**config.mk**
```make
export PLATFORM = sky130hd
export DESIGN_NAME = pc_sequencer
export DESIGN_NICKNAME = d
export VERILOG_FILES = /design/src/rtl/pc_sequencer.sv
export SDC_FILE = /design/constraint.sdc
export NUM_CORES = 1
export LEC_CHECK = 0
export CAP_MARGIN = 20
export CORE_MARGIN = 2
export CORE_UTILIZATION = 35
export DETAILED_ROUTE_END_ITERATION = 8
export PLACE_DENSITY = 0.67
export SETUP_SLACK_MARGIN = 0.4
export SYNTH_ARGS = -nofsm -noshare
export SYNTH_HDL_FRONTEND = slang
export SYNTH_SLANG_ARGS = --single-unit
```
**constraint.sdc**
```tcl
create_clock -name clk -period 2.9 [get_ports clk]
set_clock_uncertainty 0.15 [all_clocks]
set_input_delay 0.725 -clock clk [delete_from_list [all_inputs] [get_ports clk]]
set_output_delay 0.725 -clock clk [all_outputs]
set_load 0.02 [all_outputs]
```
**src/rtl/pc_sequencer.sv**
```systemverilog
// Instruction sequencer: owns PC and S/Z flags, fetches 16-bit instructions over req/ack,
// resolves conditional jumps locally and dispatches everything else to the datapath.
module pc_sequencer #(
  parameter logic [7:0] RESET_PC  = 8'h00,
  parameter logic [3:0] ALU_CODE  = 4'b0110,
  parameter logic [3:0] JMP_CODE  = 4'b0101,
  parameter logic [3:0] HALT_CODE = 4'b0000,
  parameter logic [3:0] NOP_CODE  = 4'b0001
) (
  input  logic        clk,
  input  logic        rst_n,
  input  logic        start,
  output logic        imem_req,
  output logic [7:0]  imem_addr,
  input  logic        imem_ack,
  input  logic [15:0] imem_rdata,
  output logic        ex_valid,
  output logic [3:0]  ex_ins,
  output logic [3:0]  ex_fun,
  output logic [7:0]  ex_imm,
  input  logic        ex_ready,
  input  logic [7:0]  alu_res,
  input  logic        alu_zf,
  output logic [7:0]  pc,
  output logic        jmp_taken,
  output logic        halted
);

  typedef enum logic [2:0] {
    IDLE,
    FETCH,
    DECODE,
    EXEC,
    HALT
  } seqState_e;

  seqState_e   state, stateNext;
  logic [7:0]  pcReg, pcNext;
  logic [15:0] ir, irNext;
  logic        sFlag, sNext;
  logic        zFlag, zNext;
  logic        jmpReg, jmpNext;
  logic        jmpCond;
  logic        unusedAluBits;

  logic [3:0] insField;
  logic [3:0] funField;
  logic [7:0] immField;

  assign insField = ir[15:12];
  assign funField = ir[11:8];
  assign immField = ir[7:0];

  // Only the sign bit of the ALU result feeds the flags.
  assign unusedAluBits = ^alu_res[6:0];

  always_comb begin
    case (funField)
      4'b0000: jmpCond = !sFlag;
      4'b0001: jmpCond = !sFlag || !zFlag;
      4'b0010: jmpCond = !zFlag;
      4'b0011: jmpCond = zFlag;
      4'b0100: jmpCond = sFlag;
      4'b0101: jmpCond = sFlag || !zFlag;
      default: jmpCond = 1'b0;
    endcase
  end

  always_ff @(posedge clk or negedge rst_n) begin
    if (!rst_n) begin
      state  <= IDLE;
      pcReg  <= RESET_PC;
      ir     <= '0;
      sFlag  <= 1'b0;
      zFlag  <= 1'b0;
      jmpReg <= 1'b0;
    end else begin
      state  <= stateNext;
      pcReg  <= pcNext;
      ir     <= irNext;
      sFlag  <= sNext;
      zFlag  <= zNext;
      jmpReg <= jmpNext;
    end
  end

  always_comb begin
    stateNext = state;
    pcNext    = pcReg;
    irNext    = ir;
    sNext     = sFlag;
    zNext     = zFlag;
    jmpNext   = 1'b0;
    case (state)
      IDLE, HALT: begin
        if (start) begin
          pcNext    = RESET_PC;
          stateNext = FETCH;
        end
      end
      FETCH: begin
        if (imem_ack) begin
          irNext    = imem_rdata;
          stateNext = DECODE;
        end
      end
      DECODE: begin
        if (insField == HALT_CODE) begin
          stateNext = HALT;
        end else if (insField == NOP_CODE) begin
          pcNext    = pcReg + 8'd2;
          stateNext = FETCH;
        end else if (insField == JMP_CODE) begin
          // Registered pulse lands in the first FETCH cycle after DECODE.
          if (jmpCond) begin
            pcNext  = immField;
            jmpNext = 1'b1;
          end else begin
            pcNext = pcReg + 8'd2;
          end
          stateNext = FETCH;
        end else begin
          stateNext = EXEC;
        end
      end
      EXEC: begin
        if (ex_ready) begin
          pcNext = pcReg + 8'd2;
          if (insField == ALU_CODE) begin
            sNext = alu_res[7];
            zNext = alu_zf;
          end
          stateNext = FETCH;
        end
      end
      default: stateNext = IDLE;
    endcase
  end

  assign imem_req  = (state == FETCH);
  assign imem_addr = pcReg;
  assign pc        = pcReg;
  assign ex_valid  = (state == EXEC);
  assign ex_ins    = (state == EXEC) ? insField : '0;
  assign ex_fun    = (state == EXEC) ? funField : '0;
  assign ex_imm    = (state == EXEC) ? immField : '0;
  assign jmp_taken = jmpReg;
  assign halted    = (state == HALT);

endmodule
```
; ---- Word-level counts from Yosys, hierarchy flattened
; Index checks and enable logic that the tools add are counted.
[totals]
reg_bits = 30
in_bits = 30
word_cells = 60
[classes]
add_sub_neg = 1
eq_ne = 17
mux = 23
n_reduce_logical = 13
[ops]
columns = op, count
row1 = 8-bit two-way mux, 7
row2 = 8-bit case mux with 3 select lines, 1
row3 = "4-bit by 3-bit equality test with 1-bit output, second input constant", 4
row4 = 3-bit two-way mux, 4
row5 = 3-bit case mux with 4 select lines, 1
row6 = "8-bit by 2-bit adder with 8-bit output, second input constant", 1
row7 = "4-bit by 1-bit equality test with 1-bit output, second input constant", 2
row8 = "4-bit by 2-bit equality test with 1-bit output, second input constant", 2
row9 = 4-bit zero test, 2
row10 = 4-bit two-way mux, 2
row11 = "3-bit by 2-bit equality test with 1-bit output, second input constant", 2
row12 = 1-bit case mux with 6 select lines, 1
row13 = 3-bit AND reduction, 2
row14 = 1-bit two-way mux, 5
row15 = 5-bit AND reduction, 1
row16 = 2-bit two-way mux, 2
row17 = "2-bit by 1-bit inequality test with 1-bit output, second input constant", 2
row18 = "2-bit inequality test, second input constant", 2
row19 = "3-bit by 1-bit equality test with 1-bit output, second input constant", 1
row20 = "3-bit equality test, second input constant", 1
row21 = 3-bit zero test, 1
row22 = "3-bit inequality test, second input constant", 1
row23 = 3-bit nonzero test, 1
row24 = 1-bit zero test, 2
row25 = 3 further kinds, 4

; ---- Logic depth before layout (Yosys ltp)
[depth]
word_depth = 8
mapped_depth = 8

; ---- Worst setup path before layout
; OpenSTA, ideal clock, no wires.
[synth_timing]
path_kind = register -> register
startpoint = reg state[0]
endpoint = reg ir[10]
setup_ns = 0.125
arrival_ns = 2.080
t_required_ns = 2.625
path_slack_ns = 0.545
stages_incl_launch_ff = 7
n_path_buf = 3
synth_period_minus_slack_ns = 2.355
path_cell_list = dfrtp_1 -> buf_2 -> nor3b_1 -> and2_1 -> buf_2 -> buf_2 -> mux2_2
[synth_between]
elab_chain_cells = 2
[synth_rtl]
columns = item, line
row1 = from (decl), 37  ; seqState_e state, stateNext;
row2 = from (signal assigned), 78  ; state <= stateNext;
row3 = 3-bit by 1-bit equality test with 1-bit output, n/a
row4 = via imem_req, 13  ; output logic imem_req,
row5 = 2-bit AND reduction (no line), n/a
row6 = to (signal assigned), 80  ; ir <= irNext;
row7 = to (decl), 39  ; logic [15:0] ir, irNext;
; The timed path passes the listed nets, and every way through them passes these cells.
; A chain may end at the register's enable or synchronous reset.

; ---- Worst setup path in the final report
[layout_timing]
startpoint = reg state[1]
endpoint = out ex_imm[5]
[layout_between]
elab_chain_cells = 2
[layout_rtl]
columns = item, line
row1 = 3-bit by 2-bit equality test with 1-bit output, 146  ; assign ex_imm = (state == EXEC) ? immField : '0;
row2 = 8-bit two-way mux, 146
row3 = to (decl), 20  ; output logic [7:0] ex_imm,
; Every way passes these cells.

==> impl_metrics.json <==
{
  "final_common_cell": "clkdlybuf4s50_1",
  "arrival_ns": 1.57,
  "cts_buffer_depth": 2,
  "static-leakage-power_nw": 1.035,
  "final-seq-area_um2": 753.2,
  "worst_pin_slew_ns": 0.5894,
  "synthTopCellsByArea": "dfrtp_1 (44%), mux2_2 (11%), and3_1 (5.9%)",
  "status": "finished clean",
  "relSlewSlack_pct": 60.71,
  "slew_violations": 0,
  "holdPathStages": 2,
  "most-common-layout-cells": "clkdlybuf4s50_1 (39), dfrtp_1 (28), mux2_2 (17), and3_1 (16), clkbuf_2 (15)",
  "syn_avg_cell_area_um2": 10.48,
  "antenna_found_initial": 0,
  "root_buffer": "clkbuf_8",
  "grt-ovfl-total": 0,
  "dpl.hpwl_mm": 2.673,
  "fmax_mhz": 408.3,
  "cts_buffers": 5,
  "layout-drive-gt1-share_pct": 27.52,
  "r2r_cells": 5,
  "multi_input_area_um2": 824.5,
  "hp-start": "ir[0]",
  "die_w_um": 73.45,
  "final-hold-violation-count": 0,
  "vias": 1397,
  "core_um2": 4692,
  "worstSetupEndpointType": "output pin",
  "grt_pass1_wl_mm": 6.306,
  "fin_crit_ns": 2.449,
  "cts_tree": "yes",
  "io_pins": 66,
  "initialDrtViolationCount": 60,
  "synth-edff-count": 0,
  "clk_pin_slew_ns": 0.06,
  "p_per_area_nw_per_um2": 1000,
  "async_flop_share_pct": 100.0,
  "nFillCells": 473,
  "track_usage_pct": 15.33,
  "total_power_mw": 2.330,
  "p_seq_share_pct": 34.6,
  "n_antenna_cell": 0,
  "holdPathEnd": "imem_addr[0]",
  "netlist.area_leader.share_pct": 44.48,
  "rsz0062_at_grt": "true",
  "yosys.area.top_type": "dfrtp_1",
  "switching_share_pct": 41.32,
  "area_growth_pct": 38.03,
  "worstSkewPairLatency_ns": 0.28,
  "h-tree-depth": 2,
  "start_util_pct": 35.97,
  "syn_area_um2": 1688,
  "worst_r2r_endpoint": "imem_addr[4]",
  "wl_per_cell_um": 13.87,
  "firstDrtPassIters": 4,
  "synth_seq_area_share_pct": 44.48,
  "routabilityCongestion": 0.7790,
  "worstReg2RegStart": "state[2]",
  "hold_path.class": "reg -> reg",
  "portBuffers": 58,
  "dp.cells": 261,
  "syn_inst": 161,
  "clkPwrFrac_pct": 14.6,
  "row_count": 25,
  "fin_setup_tns_ns": 0,
  "cp.required_ns": 2.03,
  "routed_wl_mm": 3.773,
  "drc": 0,
  "layout.nets": 248,
  "syn_nets": 192,
  "p_comb_share_pct": 50.7,
  "min_period_over_period_pct": 84.46,
  "die_h_um": 73.45,
  "ys_types": 40,
  "power.net_switching_mw": 0.9627,
  "setup_viol": 0,
  "synth_warnings": 0,
  "crit_path_start": "state[1]",
  "ant_nets": 0,
  "p_int_mw": 1.367,
  "synth_seq_cells": 30,
  "ir_drop_v": 0.0004602,
  "cap_violations": 0,
  "grt_pass1_vias": 1352,
  "avgViaCountPerCell": 5.136,
  "reg2reg_slack_ns": 0.64,
  "cts.hold.buffers_added": 0,
  "synth-main-ff-cell": "dfrtp_1",
  "critPathKind": "reg -> out",
  "fin_cells": 272,
  "grt_max_degree": 31,
  "critPathMaxFanout": 10,
  "die-area_um2": 5394,
  "worst_setup_path_start_kind": "flop",
  "cts.sinks": 30
}
how the worst max path moves through the flow:
| stage | slack, ns | cells after the start | to |
|---|---|---|---|
| after floorplan | 0.54 | 6 | ir[10] |
| after global placement | 0.09 | 6 | imem_addr[4] |
| after detailed placement | 0.10 | 6 | imem_addr[4] |
| after CTS | 0.40 | 4 | ex_imm[7] |
| after global routing | 0.35 | 4 | ex_imm[5] |
| final | 0.45 | 4 | ex_imm[5] |
synthesized netlist by cell type, drive strengths merged (2+ instances only):
cell type and count:
a2111oi 2, a211oi 4, a21oi 2, a221o 7, and2 2, and3 16
buf 14, clkbuf 5, dfrtp 30, inv 3, mux2 17, nand2 13
nand2b 3, nand3 2, nand4 2, nor2 7, nor2b 3, nor3b 2
nor4 2, o21ai 5, or2 2, or3 4, or3b 2
registers in the layout (all words and copies together) (netlist names):
name,flops
jmp_taken,1
imem_addr,8
ir,16
state,3
sFlag,1
zFlag,1
power by group through the flow:
| stage | Clock, mW | Sequential [mW] | Combinational [mW] |
|---|---|---|---|
| 3_3_place_gp | 0 | 0.805 | 1.21 |
| 2_1_floorplan | 0 | 0.769 | 0.821 |
| 3_5_place_dp | 0 | 0.810 | 1.22 |
| 5_1_grt | 0.373 | 0.846 | 1.29 |
| 4_1_cts | 0.352 | 0.807 | 1.19 |
| 6_report | 0.341 | 0.807 | 1.18 |
critical path, stage by stage (launching register included):
cell             delay, ns
dfrtp_2               0.45
nor2b_1               0.19
buf_4                 0.19
and3_1                0.16
clkdlybuf4s15_1       0.29
per-layer routing:
metal	vias to the layer above	global-route usage, %	routed length (um)
met4	0	4.848	48
met1	657	20.28	1755
met3	5	5.075	188
met2	35	23.71	1780
met5	-	0	0
li1	700	-	-
kinds of logic (layout without fill, tap and decap cells):
group | Yosys count | after routing | synth area share (%)
and+or+nand+nor | 65 | 65 | 22.02
DFF | 30 | 30 | 44.48
AOI/OAI and AO/OA | 25 | 25 | 13.42
buffers and inverters | 22 | 79 | 7.487
muxes | 17 | 17 | 11.34
adders and majority gates | 1 | 1 | 0.7412
xor gates and xnor gates | 1 | 1 | 0.5190
layout make-up:
type                       count  share of cell area (%)
tap                           54                   2.900
clock inverter                 1                  0.2148
multi-input combinational    109                   35.39
clock buffer                   7                   3.706
sequential                    30                   32.33
inverter                       3                  0.4834
timing repair buffer          68                   24.97
timing repair:
item,in CTS,in global routing
pin swaps,0,0
gates resized for setup,20,35
setup buffers,3,0
setup endpoints to repair,20,21
per-stage QoR:
stage	hold slack, ns	util, %	area, um2	setup slack, ns
finish	0.3589	49.65	2330	0.4507
global route	0.4039	49.65	2330	0.3465
floorplan	0.2794	-	1688	0.5449
CTS	0.3698	50.59	2374	0.3996
global placement	0.3462	48.59	2280	0.08995
detailed placement	0.3437	48.59	2280	0.1010
(Power assumes the default switching activity.)
